**config.mk**
```make
export PLATFORM = sky130hd
export DESIGN_NAME = jk_input_cond
export DESIGN_NICKNAME = d
export VERILOG_FILES = /design/src/rtl/jk_input_cond.sv
export SDC_FILE = /design/constraint.sdc
export NUM_CORES = 1
export LEC_CHECK = 0
export CORE_UTILIZATION = 30
export CTS_BUF_LIST = sky130_fd_sc_hd__clkbuf_8
export DETAILED_ROUTE_END_ITERATION = 16
export PLACE_DENSITY = 0.55
export SLEW_MARGIN = 20
export SYNTH_ARGS = -nofsm -noshare
export SYNTH_HDL_FRONTEND = slang
export SYNTH_SLANG_ARGS = --single-unit
```
**constraint.sdc**
```tcl
create_clock -name clk -period 1.84 [get_ports clk]
set_clock_uncertainty 0.15 [all_clocks]
set_input_delay 0.368 -clock clk [delete_from_list [all_inputs] [get_ports clk]]
set_output_delay 0.368 -clock clk [all_outputs]
set_load 0.1 [all_outputs]
```
**src/rtl/jk_input_cond.sv**
```systemverilog
// Debounced two-channel set/clear conditioner feeding a J/K Moore FSM.
// Define JK_PULSE_OUT_EN for one-cycle j/k pulses on debounced rises instead of levels.
module jk_input_cond #(
    parameter int unsigned DB_CYCLES = 4,
    parameter int unsigned CNT_W     = 8
) (
    input  logic clk,
    input  logic reset,
    input  logic btn_on,
    input  logic btn_off,
    output logic j,
    output logic k,
    output logic conflict
);

    localparam logic [CNT_W-1:0] CNT_MAX = CNT_W'(DB_CYCLES - 1);

    // Bit 0 is the set (on) channel, bit 1 is the clear (off) channel.
    logic [1:0]       raw;
    logic [1:0]       s1;
    logic [1:0]       s2;
    logic [1:0]       db;
    logic [CNT_W-1:0] cnt [2];

    assign raw = {btn_off, btn_on};

    always_ff @(posedge clk or negedge reset) begin
        if (!reset) begin
            s1 <= '0;
            s2 <= '0;
            db <= '0;
            for (int unsigned i = 0; i < 2; i++) begin
                cnt[i] <= '0;
            end
        end else begin
            s1 <= raw;
            s2 <= s1;
            for (int unsigned i = 0; i < 2; i++) begin
                if (s2[i] == db[i]) begin
                    cnt[i] <= '0;
                end else if (cnt[i] == CNT_MAX) begin
                    db[i]  <= s2[i];
                    cnt[i] <= '0;
                end else begin
                    cnt[i] <= cnt[i] + CNT_W'(1);
                end
            end
        end
    end

`ifdef JK_PULSE_OUT_EN
    logic [1:0] db_q;

    // A pulse fires only on the edge after a channel's rise, and only if the other channel is low.
    always_ff @(posedge clk or negedge reset) begin
        if (!reset) begin
            db_q     <= '0;
            j        <= 1'b0;
            k        <= 1'b0;
            conflict <= 1'b0;
        end else begin
            db_q     <= db;
            j        <= db[0] & ~db_q[0] & ~db[1];
            k        <= db[1] & ~db_q[1] & ~db[0];
            conflict <= db[0] & db[1];
        end
    end
`else
    always_ff @(posedge clk or negedge reset) begin
        if (!reset) begin
            j        <= 1'b0;
            k        <= 1'b0;
            conflict <= 1'b0;
        end else begin
            j        <= db[0] & ~db[1];
            k        <= db[1] & ~db[0];
            conflict <= db[0] & db[1];
        end
    end
`endif

endmodule

```
* Yosys cells after proc, flatten, opt, wreduce, memory -nomap -nowiden
Index checks and enable logic that the tools add are counted.
** Word-level totals
- Word-level logic and storage cells :: 28
- Bits in registers :: 25
** Operators by class
- $add $sub $neg :: 2
- Bitwise operators :: 7
- Eq/ne operators :: 4
- Multiplexer cells :: 4
- Reduce and logical (&&, ||, !) cells :: 2
** Operators with widths (number)
- 8-bit 2-to-1 mux :: 4
- 8-bit by 1-bit adder with 8-bit output (second input constant) :: 2
- 8-bit by 2-bit equality test with 1-bit output (second input constant) :: 2
- 1-bit inverter :: 4
- 2-bit AND reduction :: 2
- 1-bit AND :: 3
- 1-bit equality test :: 2

* Depth between registers and ports, before layout
- Depth after elaboration :: 3
- Depth in mapped cells :: 4

* Worst setup path before layout
Ideal clock, no wire load.
- Path type :: reg2reg
- From :: register cnt[0] (netlist name)
- To :: register db[1]
- Stages on the path, launching flop included :: 5
- Data arrival time :: 1.148 ns
- Clock period less this slack :: 1.422 ns
- Data required time :: 1.565 ns
- Library setup time :: 0.125 ns
- Setup slack :: 0.418 ns
- Buffers on the path :: 0
- Path through :: dfrtp_1 > ha_1 > nor4b_2 > nand2_1 > mux2_2
** Between the ends
- Longest elaborated chain between the ends :: 2
** Ends and longest elaborated chain
- start: declaration :: RTL line 23 : logic [CNT_W-1:0] cnt [2];
- start signal: indexed assignment :: RTL line 45 : cnt[i] <= cnt[i] + CNT_W'(1);
- 8-bit by 2-bit equality test with 1-bit output :: RTL line 41 : end else if (cnt[i] == CNT_MAX) begin
- 2-bit AND reduction (no line)
- end signal: indexed assignment :: RTL line 42 : db[i] <= s2[i];
- end: declaration :: RTL line 22 : logic [1:0] db;
No other way between the ends.
A chain may end at the register's enable or synchronous reset.

* Final worst setup path
Ends and elaborated chain as after synthesis.

==> results.yml <==
outcome:
  status: "finished clean"
clock_network:
  clkTransAtPathRegs_ns: 0.08
  worstSkewPairLatency_ns: 0.26
  tritoncts_num_sinks: 25
  post_cts.repair.setup_buffers: 0
  cts_htree_levels: 1
  cts_tree: "yes"
  cts_buffers: 3
  post_cts_resize_count: 0
  clock_tree.buffer_depth: 2
  cts-hold-fix-buffers: 0
  ctsRootBufferMaster: "clkbuf_8"
synthesis:
  synthesis.yosys.warnings: 0
  synth_common_cells: "dfrtp_1 (25), nor2_1 (10), nand3_1 (8), o21ai_0 (6), or3_1 (6)"
  syn_area_per_cell_um2: 11.4
  synth_top_area_frac: 0.585
  synth-edff-count: 0
  synthDistinctLibCells: 20
  postSynth.topFlopCell: "dfrtp_1"
  synth-seq-cells: 25
  post-synth-top-count-cell: "dfrtp_1"
  syn-cell-area_um2: 1070
  netlist_top_cells_area: "dfrtp_1 (58%), ha_1 (4.7%), nand3_1 (3.7%), nor2_1 (3.5%), or3_1 (3.5%)"
  proportion_of_synthesized_chip_area_in_sequential_cells: 0.585
  synthCells: 94
  yosysTopAreaCell: "dfrtp_1"
  synth_nets: 102
  async_flop_share: 1.00
finish:
  layout.area.seq_um2: 626
  layout.core_utilization: 0.378
  finalNonFillerCells: 151
  multi_input_gate_area_um2: 429
  fillers: 351
  final_layout_size_suffix_gt1_frac: 0.124
  layout-area-overhead-vs-synth_pct: 18.7
  number_of_antenna_repair_diodes: 0
  fin_nets: 114
floorplan:
  num_rows: 21
  floorplan.initialDensity: 0.318
  die-area_um2: 3810
  pin_count: 7
  die_height_um: 61.7
  die-width_um: 61.7
  placeableCoreArea_um2: 3360
global_route:
  track_usage: 0.0940
  pin_count_of_the_biggest_net_entering_global_routing: 26
  grt_first_pass_wirelength_um: 2600
  antenna_found_initial: 0
  first_global_vias: 613
  global_route.overflow_total: 0
placement:
  place_inst: 147
  dpl.hpwl_um: 1150
  placement.io_buffers: 6
  place_congestion: 0.758
route:
  vias_per_cell: 4.63
  drc: 0
  top_layer: "met4"
  drt.antenna.violating_nets: 0
  dr.first_iter.drc_count: 19
  drt-met1-wl_um: 768
  drt_wl_total_um: 1580
  routedWlPerCell_um: 10.4
  wl_met3_um: 48
  route.vias.total: 699
  drt_pre_antenna_iters: 4
  wl_met2_um: 743
hold_path:
  destination_of_the_worst_hold_path: "s2[0]"
  min_path_cells: 0
  hold_path.class: "reg -> reg"
  hold_path.startpoint: "s1[0]"
timing:
  fmaxAchievable_mhz: 670
  worst-slew-pin-transition_ns: 0.303
  post-route-min-period_ns: 1.49
  worst_slew_margin_relative_to_its_limit: 0.798
  setup_viol_count_final: 0
  fin_setup_tns_ns: 0
  number_of_max_slew_violations_in_the_final_report: 0
  finalCritPeriodShare: 0.811
  final_hold_viol_count: 0
  grt_setup_unrepaired: "false"
critical_path:
  critical_path_class: "reg -> reg"
  timing.rr.end: "db[1]"
  critPathLaunchType: "register"
  critical_path.n_buffers_inverters: 0
  rrSetupSlack_ns: 0.35
  cp-end-kind: "register"
  worst-r2r-cell-count: 4
  worstReg2RegStart: "cnt[0]"
  timing.critical_path.fanout_max: 6
  critPathTopFamily: "flip-flops"
  cp.required_ns: 1.85
  crit_slowest_cell: "dfrtp_1"
  critical_path.cell_chain: "ha_1 > nor4b_2 > nand2_1 > mux2_2"
  critPathArrivalTime_ns: 1.50
  critical_path.max_stage_delay_ns: 0.43
power:
  power.static_leakage_nw: 0.551
  irDropWorstVdd_uv: 354
  total_power_mw: 1.73
  power_per_cell_area_nw_per_um2: 1360
job:
  timing.max_cap.violations: 0
-- worst reg2reg max path: stages (launching register included) --
cell	delay, ns
dfrtp_1	0.43
ha_1	0.19
nor4b_2	0.24
nand2_1	0.10
mux2_2	0.27
-- cell usage in the layout, fill, tap and decap left out --
| cell type | synthesis | routed |
|---|---|---|
| a21o_1 | 2 | 2 |
| a21oi_1 | 5 | 5 |
| a21oi_2 | 1 | 1 |
| and2_1 | 1 | 1 |
| buf_12 | 0 | 3 |
| buf_4 | 0 | 1 |
| clkbuf_8 | 0 | 3 |
| clkdlybuf4s50_1 | 0 | 3 |
| dfrtp_1 | 25 | 25 |
| ha_1 | 4 | 4 |
| inv_1 | 4 | 5 |
| mux2_2 | 2 | 2 |
| nand2_1 | 4 | 4 |
| nand3_1 | 8 | 8 |
| nand4_1 | 1 | 1 |
| nand4_2 | 1 | 1 |
| nor2_1 | 10 | 10 |
| nor2b_1 | 2 | 2 |
| nor3_1 | 2 | 2 |
| nor4b_2 | 2 | 2 |
| o21ai_0 | 6 | 6 |
| or3_1 | 6 | 6 |
| xnor2_1 | 4 | 4 |
| xor2_1 | 4 | 4 |
-- routing by layer --
| metal | GRT usage | vias to the layer above |
|---|---|---|
| met4 | 0.0381 | 0 |
| li1 | - | 343 |
| met2 | 0.151 | 14 |
| met3 | 0.0186 | 2 |
| met5 | 0 | - |
| met1 | 0.125 | 340 |
-- sequential cells by signal (all words and copies together), names as in the netlist --
| name | flops |
|---|---|
| cnt | 16 |
| conflict | 1 |
| db | 2 |
| j | 1 |
| k | 1 |
| s1 | 2 |
| s2 | 2 |
-- final cells by class --
cell class | instances | share of cell area
sequential | 25 | 0.493
multi-input combinational | 65 | 0.338
timing repair buffer | 7 | 0.0768
tap | 46 | 0.0453
clock buffer | 3 | 0.0325
inverter | 4 | 0.0118
clock inverter | 1 | 0.00296
-- cells by family (layout without fill, tap and decap cells) --
logic type      after synthesis  count (layout)  share of synthesized area
compound gates               14              14                     0.0737
xor+xnor                      8               8                     0.0655
fa+ha+maj                     4               4                     0.0468
buf+inv                       4              15                     0.0140
flops                        25              25                      0.585
mux                           2               2                     0.0211
simple gates                 37              37                      0.194
-- worst max-delay path by stage --
| stage | from | endpoint | slack (ns) | depth (start not counted) |
|---|---|---|---|---|
| 2_1_floorplan | cnt[0] | db[1] | 0.42 | 4 |
| 3_3_place_gp | cnt[8] | cnt[11] | 0.38 | 4 |
| 3_5_place_dp | cnt[8] | db[0] | 0.36 | 4 |
| 4_1_cts | cnt[8] | db[0] | 0.35 | 4 |
| 5_1_grt | cnt[8] | cnt[9] | 0.25 | 4 |
| 6_report | cnt[0] | db[1] | 0.35 | 4 |
-- report_power, final --
part           switching, mW  internal, mW
Clock                  0.164         0.149
Sequential             0.127         0.654
Combinational          0.388         0.247
-- stage by stage --
step	setup WS (ns)	hold slack, ns	area, um^2
final	0.347	0.202	1270
after global routing	0.245	0.209	1270
after CTS	0.348	0.205	1270
after detailed placement	0.360	0.186	1220
after global placement	0.384	0.182	1220
after floorplan	0.418	-0.0776	1070
Note: power is estimated with default switching activity, not from simulation.
